## src/rtl/vga_pkg.sv

```systemverilog
// Shared framebuffer definitions for the VGA blocks.
//   FB_ADDR_W : framebuffer address width, {bank, row[6:0], col[6:0]}
//   FB_DATA_W : pixel width, RRGGBB in [5:0]
//   slot_t    : owner of the single RAM port for the coming cycle
package vga_pkg;
  localparam int FB_ADDR_W = 15;
  localparam int FB_DATA_W = 8;

  typedef enum logic [1:0] {
    SLOT_IDLE,
    SLOT_DISP,
    SLOT_HOST
  } slot_t;
endpackage

```

## src/rtl/vga_fb_arbiter_if.sv

```systemverilog
// Bus bundle around the framebuffer arbiter.
//   disp_*     : scan-out read request / returned pixel
//   wr_*       : host pixel write, valid/ready handshake
//   ram_*      : single-port synchronous framebuffer RAM
//   fifo_level : host write buffer occupancy
//   disp_miss  : sticky flag, display read could not be issued
// slave modport is the arbiter side, master the surrounding system.
interface vga_fb_arbiter_if #(
  parameter int ADDR_W = 15,
  parameter int DATA_W = 8,
  parameter int LVL_W  = 3
);
  logic              disp_req;
  logic [ADDR_W-1:0] disp_addr;
  logic              disp_valid;
  logic [DATA_W-1:0] disp_data;
  logic              wr_valid;
  logic              wr_ready;
  logic [ADDR_W-1:0] wr_addr;
  logic [DATA_W-1:0] wr_data;
  logic              ram_en;
  logic              ram_we;
  logic [ADDR_W-1:0] ram_addr;
  logic [DATA_W-1:0] ram_wdata;
  logic [DATA_W-1:0] ram_rdata;
  logic [LVL_W-1:0]  fifo_level;
  logic              disp_miss;

  modport slave (
    input  disp_req, disp_addr, wr_valid, wr_addr, wr_data, ram_rdata,
    output disp_valid, disp_data, wr_ready, ram_en, ram_we, ram_addr,
           ram_wdata, fifo_level, disp_miss
  );

  modport master (
    output disp_req, disp_addr, wr_valid, wr_addr, wr_data, ram_rdata,
    input  disp_valid, disp_data, wr_ready, ram_en, ram_we, ram_addr,
           ram_wdata, fifo_level, disp_miss
  );
endinterface

```

## src/rtl/vga_wr_fifo.sv

```systemverilog
// Host write buffer: plain synchronous FIFO, no read-before-write bypass.
//   clk/reset : rising edge, synchronous active-high reset
//   push/din  : enqueue (ignored when full)
//   pop/dout  : dequeue (ignored when empty); dout shows the head
//   full/empty/level : occupancy from registered state
module vga_wr_fifo
  import vga_pkg::*;
#(
  parameter  int DEPTH = 4,
  parameter  int WIDTH = FB_ADDR_W + FB_DATA_W,
  localparam int PTR_W = $clog2(DEPTH),
  localparam int LVL_W = PTR_W + 1
) (
  input  logic             clk,
  input  logic             reset,
  input  logic             push,
  input  logic [WIDTH-1:0] din,
  input  logic             pop,
  output logic [WIDTH-1:0] dout,
  output logic             full,
  output logic             empty,
  output logic [LVL_W-1:0] level
);
  logic [WIDTH-1:0] mem [DEPTH];
  logic [PTR_W-1:0] wptr, rptr;
  logic             do_push, do_pop;

  assign full    = (level == LVL_W'(DEPTH));
  assign empty   = (level == '0);
  assign do_push = push & ~full;
  assign do_pop  = pop & ~empty;
  assign dout    = mem[rptr];

  // pointers wrap modulo DEPTH (power of two)
  always_ff @(posedge clk) begin
    if (reset) begin
      wptr  <= '0;
      rptr  <= '0;
      level <= '0;
    end else begin
      if (do_push) wptr <= wptr + 1'b1;
      if (do_pop)  rptr <= rptr + 1'b1;
      case ({do_push, do_pop})
        2'b10:   level <= level + 1'b1;
        2'b01:   level <= level - 1'b1;
        default: ;
      endcase
    end
  end

  // storage is not reset; only the pointers define validity
  always_ff @(posedge clk) begin
    if (do_push) mem[wptr] <= din;
  end
endmodule

```

## src/rtl/vga_fb_arbiter.sv

```systemverilog
// Framebuffer port arbiter: scan-out reads have absolute priority every
// cycle; host writes queue in vga_wr_fifo and drain on free cycles.
//   clk, reset : rising edge, synchronous active-high reset
//   bus        : vga_fb_arbiter_if.slave (display, host, RAM, status)
// Read latency is fixed: request sampled at edge N, RAM enabled in N+1,
// ram_rdata valid in N+2, registered disp_data/disp_valid in N+3.
module vga_fb_arbiter
  import vga_pkg::*;
#(
  parameter int ADDR_W     = FB_ADDR_W,
  parameter int DATA_W     = FB_DATA_W,
  parameter int FIFO_DEPTH = 4
) (
  input  logic            clk,
  input  logic            reset,
  vga_fb_arbiter_if.slave bus
);
  localparam int LVL_W  = $clog2(FIFO_DEPTH) + 1;
  localparam int STAGES = 1;

  slot_t             slot;
  logic [ADDR_W-1:0] ram_addr;
  logic [DATA_W-1:0] ram_wdata;
  logic [DATA_W-1:0] disp_data;
  logic [STAGES:0]   vld_pipe;
  logic              disp_miss;

  logic                     f_push, f_pop, f_full, f_empty;
  logic [ADDR_W+DATA_W-1:0] f_dout;
  logic [LVL_W-1:0]         f_level;

  // wr_ready comes from registered occupancy, so a pop at the same edge
  // does not open a slot for the beat offered alongside it
  assign f_push = bus.wr_valid & ~f_full;
  assign f_pop  = ~bus.disp_req & ~f_empty;

  vga_wr_fifo #(
    .DEPTH (FIFO_DEPTH),
    .WIDTH (ADDR_W + DATA_W)
  ) u_fifo (
    .clk   (clk),
    .reset (reset),
    .push  (f_push),
    .din   ({bus.wr_addr, bus.wr_data}),
    .pop   (f_pop),
    .dout  (f_dout),
    .full  (f_full),
    .empty (f_empty),
    .level (f_level)
  );

  always_ff @(posedge clk) begin
    if (reset) begin
      slot      <= SLOT_IDLE;
      ram_addr  <= '0;
      ram_wdata <= '0;
      disp_data <= '0;
      vld_pipe  <= '0;
      disp_miss <= 1'b0;
    end else begin
      if (bus.disp_req) begin
        slot     <= SLOT_DISP;
        ram_addr <= bus.disp_addr;
      end else if (!f_empty) begin
        slot                  <= SLOT_HOST;
        {ram_addr, ram_wdata} <= f_dout;
      end else begin
        slot <= SLOT_IDLE;  // address/data hold their last values
      end
      // [0]: ram_rdata valid this cycle, [STAGES]: disp_data valid
      vld_pipe <= {vld_pipe[STAGES-1:0], slot == SLOT_DISP};
      if (vld_pipe[0]) disp_data <= bus.ram_rdata;
      // a display request losing the port would be a priority bug
      if (bus.disp_req && f_pop) disp_miss <= 1'b1;
    end
  end

  assign bus.ram_en     = (slot != SLOT_IDLE);
  assign bus.ram_we     = (slot == SLOT_HOST);
  assign bus.ram_addr   = ram_addr;
  assign bus.ram_wdata  = ram_wdata;
  assign bus.disp_valid = vld_pipe[STAGES];
  assign bus.disp_data  = disp_data;
  assign bus.wr_ready   = ~f_full;
  assign bus.fifo_level = f_level;
  assign bus.disp_miss  = disp_miss;
endmodule
```

## src/flat_wrapper.sv

```systemverilog
// flat-port wrapper written by rule: the top's interface ports become plain ports
module vga_fb_arbiter_flat import vga_pkg::*;
#(
  parameter int ADDR_W     = FB_ADDR_W,
  parameter int DATA_W     = FB_DATA_W,
  parameter int FIFO_DEPTH = 4
)
  (clk, reset, bus_disp_req, bus_disp_addr, bus_wr_valid, bus_wr_addr, bus_wr_data, bus_ram_rdata, bus_disp_valid, bus_disp_data, bus_wr_ready, bus_ram_en, bus_ram_we, bus_ram_addr, bus_ram_wdata, bus_fifo_level, bus_disp_miss);
  vga_fb_arbiter_if #(.ADDR_W(ADDR_W), .DATA_W(DATA_W)) bus_i ();
  input  logic clk;
  input  logic reset;
  input wire logic [$bits(bus_i.disp_req)-1:0] bus_disp_req;
  input wire logic [$bits(bus_i.disp_addr)-1:0] bus_disp_addr;
  input wire logic [$bits(bus_i.wr_valid)-1:0] bus_wr_valid;
  input wire logic [$bits(bus_i.wr_addr)-1:0] bus_wr_addr;
  input wire logic [$bits(bus_i.wr_data)-1:0] bus_wr_data;
  input wire logic [$bits(bus_i.ram_rdata)-1:0] bus_ram_rdata;
  output wire logic [$bits(bus_i.disp_valid)-1:0] bus_disp_valid;
  output wire logic [$bits(bus_i.disp_data)-1:0] bus_disp_data;
  output wire logic [$bits(bus_i.wr_ready)-1:0] bus_wr_ready;
  output wire logic [$bits(bus_i.ram_en)-1:0] bus_ram_en;
  output wire logic [$bits(bus_i.ram_we)-1:0] bus_ram_we;
  output wire logic [$bits(bus_i.ram_addr)-1:0] bus_ram_addr;
  output wire logic [$bits(bus_i.ram_wdata)-1:0] bus_ram_wdata;
  output wire logic [$bits(bus_i.fifo_level)-1:0] bus_fifo_level;
  output wire logic [$bits(bus_i.disp_miss)-1:0] bus_disp_miss;
  assign bus_i.disp_req = bus_disp_req;
  assign bus_i.disp_addr = bus_disp_addr;
  assign bus_i.wr_valid = bus_wr_valid;
  assign bus_i.wr_addr = bus_wr_addr;
  assign bus_i.wr_data = bus_wr_data;
  assign bus_i.ram_rdata = bus_ram_rdata;
  assign bus_disp_valid = bus_i.disp_valid;
  assign bus_disp_data = bus_i.disp_data;
  assign bus_wr_ready = bus_i.wr_ready;
  assign bus_ram_en = bus_i.ram_en;
  assign bus_ram_we = bus_i.ram_we;
  assign bus_ram_addr = bus_i.ram_addr;
  assign bus_ram_wdata = bus_i.ram_wdata;
  assign bus_fifo_level = bus_i.fifo_level;
  assign bus_disp_miss = bus_i.disp_miss;
  vga_fb_arbiter #(.ADDR_W(ADDR_W), .DATA_W(DATA_W), .FIFO_DEPTH(FIFO_DEPTH)) u_core (.clk(clk), .reset(reset), .bus(bus_i));
endmodule
```

## config.mk

```make
export PLATFORM = sky130hd
export DESIGN_NAME = vga_fb_arbiter_flat
export DESIGN_NICKNAME = d
export VERILOG_FILES = /design/src/rtl/vga_pkg.sv /design/src/rtl/vga_fb_arbiter_if.sv /design/src/rtl/vga_wr_fifo.sv /design/src/rtl/vga_fb_arbiter.sv /design/src/flat_wrapper.sv
export SDC_FILE = /design/constraint.sdc
export NUM_CORES = 1
export LEC_CHECK = 0
export CAP_MARGIN = 40
export CORE_MARGIN = 5
export CORE_UTILIZATION = 52
export DETAILED_ROUTE_END_ITERATION = 12
export PLACE_DENSITY = 0.79
export SYNTH_ARGS = -nofsm -noshare
export SYNTH_HDL_FRONTEND = slang
export SYNTH_SLANG_ARGS = --single-unit
export TNS_END_PERCENT = 10
```

## constraint.sdc

```tcl
create_clock -name clk -period 2.9 [get_ports clk]
set_input_delay 0.435 -clock clk [delete_from_list [all_inputs] [get_ports clk]]
set_output_delay 0.435 -clock clk [all_outputs]
set_load 0.005 [all_outputs]
```

==> summary.txt, run 1 <==
Global routing
  • Total Routing Usage GR: 18.9%
  • GRT Residual Overflow: 0
  • Initial antenna violation count: 0
  • Vias in the first global route: 3145
  • First-pass GRT wire length: 16800 um
  • Largest net degree at the start of global routing: 31

STA
  • Skew final: 8.82 ps
  • Worst setup margin: 485 ps
  • Worst slew pin tran: 930 ps
  • Setup violators final: 0
  • Achievable Freq: 414 MHz
  • RSZ-0062 raised after global routing: false
  • Post-layout minimum cycle time: 2420 ps
  • Max-slew violations: 0
  • WHS: 438 ps
  • Relative slew slack: 38.0%
  • Final hold violation count: 0
  • Period utilization: 83.3%
  • Setup TNS: 0 ps

Clocking
  • Clk_lat worst skew: 510 ps
  • CTS tree: yes
  • Resized cells post-CTS: 0
  • Clk pin slew, worst setup/hold paths: 60 ps
  • CTS Buf Count: 17
  • Clock Path Buffers: 2
  • Clock H-tree levels: 4
  • Post-CTS setup repair buffer count: 0
  • Root buffer cell: clkbuf_8
  • CTS Hold Buffers Added: 0
  • Sink Count: 137

Worst setup path
  • Data arrival, critical path: 1980 ps
  • Crit path from: u_core.u_fifo.level[2]$_SDFFE_PP0P_
  • FF-to-FF Start: u_core.u_fifo.level[2]$_SDFFE_PP0P_
  • Crit path launch type: register
  • Critical path type: reg2out
  • CP max FO: 10
  • Slowest-stage cell, CP: or3b_1
  • Max incr delay on CP: 520 ps
  • Ordered cell list for the critical path: or3b_1, clkdlybuf4s50_1
  • Data required time at the worst endpoint: 2470 ps
  • CP Capture Type: primary output

Pwr
  • Total power: 5.65 mW
  • Power density over the cells: 835 nW/um^2
  • P_leak: 2.30 nW
  • Maximum VDD drop: 0.489 mV

Final layout
  • Antenna cells: 0
  • Final nets: 488
  • Final Util: 69.2%
  • Final cell count without fillers: 578
  • Post-route cell area: 6760 um^2
  • Layout area overhead: 30.0%
  • Most frequent cells in the layout: edfxtp_1, clkdlybuf4s50_1, dfxtp_1
  • Commonest non-fill, non-tap cell in the layout: edfxtp_1
  • Share of cells above drive strength 1: 17.8%

Yosys
  • Mean Syn Cell Area: 15.4 um^2
  • Fraction of registers with async set/reset: 0%
  • Distinct cells, synth: 37
  • Predominant post-synthesis flop cell: edfxtp_1
  • Seq cells post-synth: 137
  • Net Count, Synth: 393
  • Syn Inst Count: 337
  • Synth Cell Area: 5200 um^2
  • Sequential share of the synthesized area: 70.5%
  • Synth warnings: 0
  • Post-synth EDFFs: 92

Detailed routing
  • WL/cell: 18.6 um
  • Vias per inst: 5.59
  • Final ANT Viol Nets: 0
  • Drt total wl: 10700 um
  • Pre-antenna DRT Iters: 5
  • DRC violations left: 0
  • DR vias: 3230
  • DRT iter0 DRCs: 313

Floorplanning
  • Die Wd: 110 um
  • Core Box Area: 9770 um^2
  • Ports: 89
  • Site row count: 36
  • Initial core utilization: 53.2%
  • Die height: 110 um
  • Die Area: 12100 um^2

Placed design
  • Final Wtd Congestion: 0.794
  • Hpwl dp: 6780 um
  • Port buffer count: 88
  • Pre-CTS WS: 488 ps
  • Dpl cells: 546
  • Area after DPL: 6220 um^2

Job
  • Max capacitance violation total: 0

Run status
  • Status: complete, no violations

Min path
  • Hold path start: u_core.slot[1]$_SDFF_PP0_
  • Worst Hold Class: reg2reg
[power breakdown]
group / switching [mW] / internal [mW] / total, mW
combinational: 0.527 / 0.667 / 1.19
clock: 0.800 / 1.14 / 1.94
sequential: 0.171 / 2.34 / 2.52
[area by class of cell]
cell class / instances / area [um^2]
repair buffers: 98 / 972
flip-flops and latches: 137 / 3660
fillers: 688 / 3010
inverters: 8 / 30.0
clock inverters: 14 / 125
multi-input cells: 170 / 1390
clock buffers: 18 / 418
well taps: 133 / 166
[per-layer routing]
metal	vias to the layer above	share of wire [%]	track usage, %
met5	-	0	0
met4	0	1.8	8.19
met3	19	5.3	5.36
met2	105	53	31.2
met1	1609	40	23.3
li1	1497	-	-
[critical path: cells and delay by family, from the launching register on]
kind,cells,cell delay [ps]
simple gates,1,520
buf+inv,1,510
flops,1,440
[cell families (layout without fill, tap and decap cells)]
| logic type | after synthesis | after routing | share of synthesized area [%] |
|---|---|---|---|
| flip-flops | 137 | 137 | 70.5 |
| buffers and inverters | 30 | 138 | 2.91 |
| multiplexers | 46 | 46 | 11.8 |
| AO/OA/AOI/OAI | 73 | 73 | 8.71 |
| XOR/XNOR | 2 | 2 | 0.337 |
| AND/OR/NAND/NOR | 43 | 43 | 4.21 |
| adder cells (fa/ha/maj) | 6 | 6 | 1.59 |
[synth_stat cells (all sizes together) (2+ instances only)]
library cell,instances,share of area [%]
a222oi,15,2.9
clkbuf,7,0.53
a21oi,29,2.8
edfxtp,92,53
buf,15,1.8
a21o,2,0.29
mux2i,8,1.5
and3,4,0.48
nor2,15,1.1
mux2,30,6.8
ha,5,1.2
dfxtp,45,17
nor3,2,0.19
nor2b,4,0.48
xor2,2,0.34
inv,7,0.51
o21ai,25,2.4
or3,3,0.36
nand3,10,0.96
mux4,8,3.5
[state kept, by name, summed over array words and instances, names as in the netlist, named ones only]
register / count
u_core.bus.ram_wdata: 8
u_core.bus.disp_data: 8
u_core.vld_pipe: 2
u_core.u_fifo.rptr: 2
u_core.u_fifo.level: 3
u_core.u_fifo.wptr: 2
u_core.u_fifo.mem: 92
u_core.bus.ram_addr: 15
u_core.bus.disp_miss: 1
u_core.slot: 2
[path summary, 6_finish.rpt]
path | cells after the start | endpoint | slack [ps]
setup / recovery | 2 | bus_wr_ready | 480
hold / removal | 1 | u_core.vld_pipe[0]$_SDFF_PP0_ | 440
hold reg to reg | 1 | u_core.vld_pipe[0]$_SDFF_PP0_ | 440
setup reg to reg | 8 | u_core.u_fifo.level[2]$_SDFFE_PP0P_ | 500
No activity file was read; power rests on OpenSTA's default activity.
==> inputs of run 2 (changes only) <==
Clock period 2.9 ns to 2.29 ns, I/O delays scaled along.
==> run 2 against run 1 <==
  * Global-route usage grew 0.15 points
  * Wire length rose by 1.5%
  * Setup slack got worse by 340 ps
  * Clock power up 34%
  * Largest cell class unchanged
  * Largest power group unchanged
==> summary.txt, run 2 (synthesis results as in run 1) <==
Detailed routing
  • Pre-antenna DRT Iters: 5 (unchanged)
  • DRT iter0 DRCs: 261 (was 313)
  • WL/cell: 18.6 um (about the same)
  • Drt total wl: 10900 um (was 10700 um)
  • DRC violations left: 0 (unchanged)
  • Final ANT Viol Nets: 0 (unchanged)
  • DR vias: 3246 (was 3230)
  • Vias per inst: 5.55 (was 5.59)

Final layout
  • Antenna cells: 0 (unchanged)
  • Max FFs per register: 92 (unchanged)
  • Fillers: 677 (was 688)
  • Multi-input gate area: 1390 um^2 (unchanged)
  • Final nets: 495 (was 488)
  • Register area: 3670 um^2 (was 3660 um^2)
  • Final cell count without fillers: 585 (was 578)
  • Layout area overhead: 32.7% (was 30.0%)
  • Commonest non-fill, non-tap cell in the layout: edfxtp_1 (unchanged)
  • Largest registers: u_core.u_fifo.mem (92), u_core.bus.ram_addr (15) (unchanged)
  • Final Util: 70.6% (was 69.2%)
  • Share of cells above drive strength 1: 19.7% (was 17.8%)
  • Most frequent cells in the layout: edfxtp_1, clkdlybuf4s50_1, dfxtp_1 (unchanged)
  • Top reg by flops: u_core.u_fifo.mem (unchanged)

STA
  • Setup TNS: 0 ps (unchanged)
  • RSZ-0062 raised after global routing: false (unchanged)
  • Max-slew violations: 0 (unchanged)
  • Period utilization: 93.8%
  • Achievable Freq: 466 MHz
  • Post-layout minimum cycle time: 2150 ps
  • Relative slew slack: 67.0% (was 38.0%)
  • Worst slew pin tran: 495 ps (was 930 ps)
  • Worst setup margin: 143 ps (was 485 ps)
  • Setup violators final: 0 (unchanged)
  • Final hold violation count: 0 (unchanged)
  • Skew final: 8.30 ps (was 8.82 ps)

Global routing
  • Vias in the first global route: 3352 (was 3145)
  • Total Routing Usage GR: 19.1% (was 18.9%)
  • First-pass GRT wire length: 17100 um (was 16800 um)
  • GRT Residual Overflow: 0 (unchanged)
  • Initial antenna violation count: 0 (unchanged)
  • Largest net degree at the start of global routing: 39 (was 31)

Pwr
  • Clk network pwr share: 35.2% (was 34.3%)
  • Gate power share: 22.3% (was 21.1%)
  • Pint: 5.46 mW (was 4.15 mW)
  • Switching part of the total: 25.8% (was 26.5%)
  • Reg power frac: 42.5% (was 44.5%)
  • P_leak: 2.37 nW (was 2.30 nW)
  • Psw: 1.89 mW (was 1.50 mW)
  • Power density over the cells: 1070 nW/um^2 (was 835 nW/um^2)
  • Maximum VDD drop: 0.567 mV (was 0.489 mV)
  • Total power: 7.35 mW (was 5.65 mW)

Placed design
  • Dpl cells: 553 (was 546)
  • Final Wtd Congestion: 0.786 (was 0.794)
  • Hpwl dp: 6790 um (was 6780 um)
  • Port buffer count: 88 (unchanged)
  • Pre-CTS WS: -16.9 ps (was 488 ps)

Worst setup path
  • Crit path from: u_core.u_fifo.level[2]$_SDFFE_PP0P_ (unchanged)
  • Reg-to-reg endpoint: u_core.u_fifo.level[2]$_SDFFE_PP0P_ (unchanged)
  • Critical path type: reg2reg (was reg2out)
  • Data required time at the worst endpoint: 2720 ps (was 2470 ps)
  • Last element of the critical path: u_core.u_fifo.level[2]$_SDFFE_PP0P_ (was bus_wr_ready)
  • R2R cell count: 8 (unchanged)
  • FF-to-FF Start: u_core.u_fifo.level[2]$_SDFFE_PP0P_ (unchanged)
  • CP max FO: 7 (was 10)
  • Data arrival, critical path: 2580 ps (was 1980 ps)
  • Crit path launch type: register (unchanged)
  • CP Capture Type: register (was primary output)
  • R2R Setup Slk: 140 ps (was 500 ps)

Clocking
  • CTS Hold Buffers Added: 0 (unchanged)
  • Clock Path Buffers: 2 (unchanged)
  • Clock H-tree levels: 4 (unchanged)
  • CTS Buf Count: 17 (unchanged)
  • Clk pin slew, worst setup/hold paths: 60 ps (about the same)
  • Root buffer cell: clkbuf_8 (unchanged)
  • Sink Count: 137 (unchanged)
  • Clk_lat worst skew: 500 ps (was 510 ps)
  • Post-CTS setup repair buffer count: 0 (unchanged)
  • CTS tree: yes (unchanged)

Floorplanning
  • Site row count: 36 (unchanged)
  • Die Area: 12100 um^2 (unchanged)
  • Die Wd: 110 um (unchanged)
  • Ports: 89 (unchanged)
  • Initial core utilization: 53.2% (unchanged)
  • Core Box Area: 9770 um^2 (unchanged)
  • Die height: 110 um (unchanged)

Job
  • Max capacitance violation total: 0 (unchanged)

Min path
  • Worst Hold Class: reg2reg (unchanged)
  • Hold path start: u_core.slot[1]$_SDFF_PP0_ (unchanged)

Run status
  • Status: complete, no violations (unchanged)
[run 2: how the worst min path moves through the flow]
| stage | endpoint | slack, ps | depth (start not counted) |
|---|---|---|---|
| 3_5_place_dp | u_core.vld_pipe[0]$_SDFF_PP0_ | 430 | 1 |
| 5_1_grt | u_core.vld_pipe[0]$_SDFF_PP0_ | 450 | 1 |
| 3_3_place_gp | u_core.vld_pipe[0]$_SDFF_PP0_ | 420 | 1 |
| 2_1_floorplan | u_core.vld_pipe[0]$_SDFF_PP0_ | 400 | 1 |
| 6_report | u_core.vld_pipe[0]$_SDFF_PP0_ | 430 | 1 |
| 4_1_cts | u_core.vld_pipe[0]$_SDFF_PP0_ | 430 | 1 |
[run 2: cell type report]
type                    instances  area share, %
clock inverters                12           2.07
inverters                       8          0.435
clock buffers                  20           6.31
multi-input cells             170           20.1
flip-flops and latches        137           53.1
repair buffers                105           15.6
well taps                     133           2.41
[run 2: stage by stage]
step / cell area (um^2) / hold WS, ps
after floorplan: 5200 / 403
after global placement: 6320 / 416
after detailed placement: 6320 / 426
after CTS: 6900 / 435
after global routing: 6900 / 453
final: 6900 / 428
[run 2: power groups by stage]
stage               clock network, mW  logic [mW]  registers (mW)
detailed placement                  0        1.64            3.17
global placement                    0        1.60            3.15
global route                     2.75        1.79            3.15
floorplan                           0       0.939            3.14
CTS                              2.63        1.66            3.12
finish                           2.59        1.64            3.12
[run 2: timing repair]
action / in CTS / in global routing
endpoints found under the setup margin: 1 / 2
cloned: 0 / 0
pin swaps: 0 / 0
gates resized for setup: 1 / 2
[run 2: routing by layer]
metal,GRT usage (%),vias up,share of wire [%]
met5,0,-,0
met4,6.14,0,1.0
met3,4.08,10,4.6
met2,34.1,95,55
met1,22.9,1623,39
li1,-,1518,-
[run 2: worst max-delay path: stages (launching register included)]
cell,delay (ps)
dfxtp_2,370
or3b_1,370
nand2_1,90
ha_1,180
inv_1,60
fa_1,380
xor2_1,170
or3_1,310
a21oi_1,140
